[src/rtl/wb_cyc_pkg.sv]
// Shared types for the Wishbone cycle master: FSM state encoding, the
// latched request record and a counter-width helper.
package wb_cyc_pkg;

  // Widths of the latched request record. The master supports AW/DW up to
  // these values; narrower buses are zero-extended into the record.
  localparam int WB_AW = 32;
  localparam int WB_DW = 32;
  localparam int WB_SW = WB_DW / 8;

  typedef enum logic [1:0] {
    IDLE       = 2'd0,
    ACTIVE     = 2'd1,
    RETRY_WAIT = 2'd2,
    DONE       = 2'd3
  } wb_cyc_state_t;

  typedef struct packed {
    logic             we;
    logic [WB_AW-1:0] addr;
    logic [WB_SW-1:0] sel;
    logic [WB_DW-1:0] data;
  } wb_req_t;

  // Bits needed to hold values 0..n-1, never less than one bit.
  function automatic int cnt_w(input int n);
    return (n > 1) ? $clog2(n) : 1;
  endfunction

endpackage

[src/rtl/wb_cycle_master.sv]
// Wishbone B4 upstream cycle generator for core load/store traffic.
// Accepts one request at a time, drives a registered classic cycle, owns the
// RTY retry policy and returns a one-cycle response pulse.
// Optional bus watchdog enabled by defining WB_CYC_TIMEOUT_EN.
module wb_cycle_master
  import wb_cyc_pkg::*;
#(
  parameter int AW        = 32,
  parameter int DW        = 32,
  parameter int MAX_RETRY = 3,
  parameter int RETRY_GAP = 2,
  parameter int TIMEOUT   = 255
) (
  input  logic            clk,
  input  logic            rst,
  input  logic            req_valid,
  output logic            req_ready,
  input  logic            req_we,
  input  logic [AW-1:0]   req_addr,
  input  logic [DW/8-1:0] req_sel,
  input  logic [DW-1:0]   req_data,
  output logic            rsp_valid,
  output logic            rsp_err,
  output logic [DW-1:0]   rsp_data,
  output logic            CYC,
  output logic            STB,
  output logic            WE,
  output logic [AW-1:0]   ADR,
  output logic [DW/8-1:0] SEL,
  output logic [DW-1:0]   DAT_O,
  input  logic [DW-1:0]   DAT_I,
  input  logic            ACK,
  input  logic            ERR,
  input  logic            RTY
);

  localparam int RCW = cnt_w(MAX_RETRY + 1);
  localparam int GCW = cnt_w(RETRY_GAP);

  localparam logic [RCW-1:0] RETRY_LIMIT = RCW'(MAX_RETRY);
  localparam logic [GCW-1:0] GAP_LAST    = GCW'(RETRY_GAP - 1);

  wb_cyc_state_t  state;
  wb_req_t        bus_q;
  logic [RCW-1:0] retry_cnt;
  logic [GCW-1:0] gap_cnt;
  logic           cyc_q;

`ifdef WB_CYC_TIMEOUT_EN
  localparam int WCW = cnt_w(TIMEOUT);
  localparam logic [WCW-1:0] WD_LAST = WCW'(TIMEOUT - 1);
  logic [WCW-1:0] wd_cnt;
`endif

  // The latched request record is the bus address/data register itself, so
  // a re-issue after RTY drives exactly the same ADR/SEL/WE/DAT_O.
  assign WE    = bus_q.we;
  assign ADR   = AW'(bus_q.addr);
  assign SEL   = (DW/8)'(bus_q.sel);
  assign DAT_O = DW'(bus_q.data);
  assign CYC   = cyc_q;

  // Cycle FSM: request acceptance, bus cycle, retry gap and response pulse.
  always_ff @(posedge clk) begin
    if (!rst) begin
      state     <= IDLE;
      req_ready <= 1'b1;
      rsp_valid <= 1'b0;
      rsp_err   <= 1'b0;
      rsp_data  <= '0;
      cyc_q     <= 1'b0;
      STB       <= 1'b0;
      bus_q     <= '0;
      retry_cnt <= '0;
      gap_cnt   <= '0;
`ifdef WB_CYC_TIMEOUT_EN
      wd_cnt    <= '0;
`endif
    end else begin
      case (state)
        IDLE: begin
          rsp_valid <= 1'b0;
          rsp_err   <= 1'b0;
          if (req_valid) begin
            bus_q.we   <= req_we;
            bus_q.addr <= WB_AW'(req_addr);
            bus_q.sel  <= WB_SW'(req_sel);
            bus_q.data <= WB_DW'(req_data);
            cyc_q      <= 1'b1;
            STB        <= 1'b1;
            req_ready  <= 1'b0;
            state      <= ACTIVE;
`ifdef WB_CYC_TIMEOUT_EN
            wd_cnt     <= '0;
`endif
          end
        end

        ACTIVE: begin
          // Termination priority ERR > RTY > ACK; a termination in the same
          // cycle as the watchdog expiry takes precedence over the timeout.
          if (ERR) begin
            cyc_q     <= 1'b0;
            STB       <= 1'b0;
            rsp_valid <= 1'b1;
            rsp_err   <= 1'b1;
            rsp_data  <= '0;
            state     <= DONE;
          end else if (RTY) begin
            cyc_q <= 1'b0;
            STB   <= 1'b0;
            if (retry_cnt < RETRY_LIMIT) begin
              retry_cnt <= retry_cnt + 1'b1;
              gap_cnt   <= '0;
              state     <= RETRY_WAIT;
            end else begin
              rsp_valid <= 1'b1;
              rsp_err   <= 1'b1;
              rsp_data  <= '0;
              state     <= DONE;
            end
          end else if (ACK) begin
            cyc_q     <= 1'b0;
            STB       <= 1'b0;
            rsp_valid <= 1'b1;
            rsp_err   <= 1'b0;
            rsp_data  <= bus_q.we ? '0 : DAT_I;
            state     <= DONE;
          end
`ifdef WB_CYC_TIMEOUT_EN
          else if (wd_cnt == WD_LAST) begin
            cyc_q     <= 1'b0;
            STB       <= 1'b0;
            rsp_valid <= 1'b1;
            rsp_err   <= 1'b1;
            rsp_data  <= '0;
            state     <= DONE;
          end else begin
            wd_cnt <= wd_cnt + 1'b1;
          end
`endif
        end

        RETRY_WAIT: begin
          // Hold CYC low for RETRY_GAP cycles, then re-strobe the same request.
          if (gap_cnt == GAP_LAST) begin
            cyc_q <= 1'b1;
            STB   <= 1'b1;
            state <= ACTIVE;
`ifdef WB_CYC_TIMEOUT_EN
            wd_cnt <= '0;
`endif
          end else begin
            gap_cnt <= gap_cnt + 1'b1;
          end
        end

        DONE: begin
          // rsp_valid was high for this one cycle; reopen for the next request.
          rsp_valid <= 1'b0;
          rsp_err   <= 1'b0;
          retry_cnt <= '0;
          req_ready <= 1'b1;
          state     <= IDLE;
        end

        default: begin
          cyc_q     <= 1'b0;
          STB       <= 1'b0;
          rsp_valid <= 1'b0;
          rsp_err   <= 1'b0;
          retry_cnt <= '0;
          req_ready <= 1'b1;
          state     <= IDLE;
        end
      endcase
    end
  end

endmodule
[config.mk]
export PLATFORM = sky130hd
export DESIGN_NAME = wb_cycle_master
export DESIGN_NICKNAME = d
export VERILOG_FILES = /design/src/rtl/wb_cyc_pkg.sv /design/src/rtl/wb_cycle_master.sv
export SDC_FILE = /design/constraint.sdc
export NUM_CORES = 1
export LEC_CHECK = 0
export CAP_MARGIN = 10
export CORE_MARGIN = 2
export CORE_UTILIZATION = 35
export CTS_BUF_LIST = sky130_fd_sc_hd__clkbuf_8
export DETAILED_ROUTE_END_ITERATION = 7
export PLACE_DENSITY_LB_ADDON = 0.3
export SETUP_SLACK_MARGIN = 0.3
export SYNTH_ARGS = -nofsm -noshare
export SYNTH_HDL_FRONTEND = slang
export SYNTH_SLANG_ARGS = --single-unit
[constraint.sdc]
create_clock -name clk -period 2.3 [get_ports clk]
set_clock_uncertainty 0.05 [all_clocks]
set_input_delay 0.69 -clock clk [delete_from_list [all_inputs] [get_ports clk]]
set_output_delay 0.69 -clock clk [all_outputs]
set_load 0.02 [all_outputs]
==> impl_metrics.tcl <==
set metrics [dict create \
    rsz0062_at_grt "false" \
    synth-simple-area-share_pct 22.5 \
    core-area_um2 11400 \
    n_fill_cell 1056 \
    dieArea_um2 12600 \
    grt_usage_pct 18.6 \
    p_comb_share_pct 24.5 \
    first_pass_iters 4 \
    nets 818 \
    start_util_pct 35.9 \
    ys_types 27 \
    crit_type "flop to primary output" \
    rows 39 \
    drtIter0Drc 269 \
    switchingPower_mw 1.32 \
    synth-adder-area-share_pct 2.44 \
    worst_setup_path_end_kind "primary output" \
    diodes 0 \
    fin_area_um2 6450 \
    crit_required_ns 1.56 \
    vdd_ir_drop_max_v 0.000413 \
    die_h_um 112 \
    multi_input_area_um2 1690 \
    synthMuxAreaShare_pct 0.489 \
    ys_ff_latch 110 \
    vias 4073 \
    crit_chain "clkdlybuf4s15_1" \
    critPathLaunchType "flop" \
    drive_above_1_share_pct 4.38 \
    synth_nets 624 \
    achievable-frequency_mhz 522 \
    swShare_pct 29.3 \
    synth_top_family_by_area "simple AND/OR/NAND/NOR gates" \
    maxCapViolations 0 \
    yosys.area_share.xor_xnor_pct 0.214 \
    run_status "finished clean" \
    synthesis.area_um2 4100 \
    p_leak_nw 2.81 \
    pin_count 213 \
    h-tree-depth 3 \
    grt_antenna_before_repair 0 \
    clkLatencyLatePin_ns 0.37 \
    min_path_type "flop to flop" \
    drv_slew 0 \
    dp.cells 835 \
    p_clk_share_pct 28.3 \
    tightest_slew_ns 0.384 \
    cp_slowest_cell "dfxtp_1" \
    wl_per_cell_um 13.8 \
    cts_sinks 110 \
    hold_violations 0 \
    drc 0 \
    synth_compound_area_share_pct 15.3 \
    seq_area_um2 2200 \
    pwr_density_cell_nw_per_um2 701 \
    worstPathMaxFanout 3 \
    cts_tree "built" \
    power.total_mw 4.52 \
    grt_pass1_vias 3921 \
    grt_remaining_overflow 0 \
    avgSynthCellArea_um2 8.05 \
    area_growth_pct 57.5 \
    grt_first_pass_wirelength_um 19100 \
    cts_setup_buffers 0 \
    finalSetupTns_ns 0 \
    gp_congestion 0.888 \
    placed_area_um2 6360 \
    ys_warn_count 0 \
    ctsHoldBuffers 0 \
    syn_inst 509 \
    power.internal_mw 3.20 \
    finalNonFillerCells 850 \
    ant_nets 0 \
    fin_crit_sh_pct 83.3 \
    ctsRootBufferMaster "clkbuf_8" \
    port_buffers 212 \
    clk_path_buf_depth 2 \
    hpwlAfterDp_um 8480 \
    path_delay_family "flip-flops" \
    setup_violations 0 \
    slew-limit-headroom_pct 74.4 \
    cts.clk_slew.worst_paths_ns 0.09 \
    max_stage_delay_ns 0.45 \
    pwr-share-seq_pct 47.2 \
    wl_um 11700 \
    grt_max_degree 75 \
    arrival_ns 1.18 \
    die_w_um 112 \
    worst-path-buf-inv 1 \
    via_per_inst 4.79 \
    post_cts_resized 106 \
    finalCriticalPeriod_ns 1.92 \
    cts_made_buffers 9 \
    ys_seq_area_share_pct 53.8 \
]
==> final cells by class <==
class	count	area share (%)
timing repair buffer	221	32.9
multi-input combinational	352	26.2
sequential	110	34.1
clock buffer	11	2.35
clock inverter	4	1.11
inverter	9	0.524
tap	143	2.77
==> power groups by stage <==
stage               clock network (mW)  registers (mW)  logic [mW]
global route                      1.40            2.16        1.21
global placement                     0            2.18        1.20
finish                            1.28            2.13        1.11
CTS                               1.33            2.14        1.12
floorplan                            0            2.35       0.454
detailed placement                   0            2.19        1.21
==> cell usage in the layout, fill, tap and decap left out, drive strengths merged, types with 9 or more instances in the layout <==
master / Yosys / layout
a21oi: 73 / 73
buf: 23 / 9
clkbuf: 15 / 11
clkdlybuf4s50: 0 / 106
dfxtp: 110 / 110
dlygate4sd2: 0 / 105
inv: 9 / 10
nand2: 177 / 177
nand3: 34 / 34
o21ai: 38 / 38
==> sequential cells by signal, indices dropped and copies added (netlist names) <==
register,count
rsp_data,32
gap_cnt,1
retry_cnt,2
state,2
req_ready,1
rsp_valid,1
rsp_err,1
SEL,4
DAT_O,32
ADR,32
CYC,1
WE,1
==> cells in the mapped netlist <==
| master | number | share of area [%] |
|---|---|---|
| inv_1 | 9 | 0.82 |
| and4bb_2 | 1 | 0.31 |
| o21ai_0 | 6 | 0.73 |
| a21oi_1 | 73 | 8.9 |
| nor3b_1 | 1 | 0.18 |
| mux2i_1 | 2 | 0.49 |
| ha_1 | 8 | 2.4 |
| xor2_1 | 1 | 0.21 |
| a311oi_1 | 1 | 0.21 |
| o21ai_1 | 32 | 3.9 |
| buf_4 | 6 | 1.1 |
| nand2_1 | 177 | 16 |
| nand3_1 | 34 | 4.2 |
| and2_1 | 2 | 0.31 |
| a31o_1 | 1 | 0.21 |
| clkbuf_1 | 15 | 1.4 |
| dfxtp_1 | 110 | 54 |
| a41oi_1 | 1 | 0.21 |
| a221oi_1 | 1 | 0.21 |
| buf_2 | 13 | 1.6 |
| buf_1 | 4 | 0.37 |
| a221oi_4 | 1 | 0.64 |
| nor4b_2 | 1 | 0.37 |
| nor4_2 | 1 | 0.31 |
| nand2b_1 | 1 | 0.15 |
| nor2_1 | 6 | 0.55 |
| o2111ai_1 | 1 | 0.21 |
==> tightest hold or removal path, cell delays in order, from the launching register on <==
cell and delay (ns):
dfxtp_1 0.31, nand2_1 0.05, a21oi_1 0.05
==> final timing paths <==
| kind | startpoint | end | slack (ns) | depth (start not counted) |
|---|---|---|---|---|
| min reg2reg | DAT_O[23] | DAT_O[23] | 0.40 | 2 |
| max | WE | WE | 0.38 | 1 |
| max reg2reg | state[1] | CYC | 0.55 | 6 |
| min | DAT_O[23] | DAT_O[23] | 0.40 | 2 |
==> kinds of logic after synthesis <==
kind of cell / count (synthesis)
simple gates: 224
compound gates: 117
flops: 110
buf+inv: 47
fa+ha+maj: 8
mux: 2
xor+xnor: 1
==> per-layer routing <==
| metal | vias up | global-route usage (%) | share of wire (%) |
|---|---|---|---|
| met5 | - | 0 | 0 |
| met4 | 0 | 7.89 | 2.1 |
| met3 | 16 | 6.80 | 9.3 |
| met2 | 165 | 29.6 | 45 |
| met1 | 1843 | 22.7 | 44 |
| li1 | 2049 | - | - |
==> per-stage QoR <==
step           utilization (%)  hold WS (ns)  setup slack, ns
3_3_place_gp              55.7         0.392           0.0933
6_report                  56.5         0.404            0.383
3_5_place_dp              55.7         0.396           0.0392
4_1_cts                   56.5         0.408            0.311
5_1_grt                   56.5         0.423            0.317
2_1_floorplan                -         0.454            0.673
No activity file was read; power rests on OpenSTA's default activity.
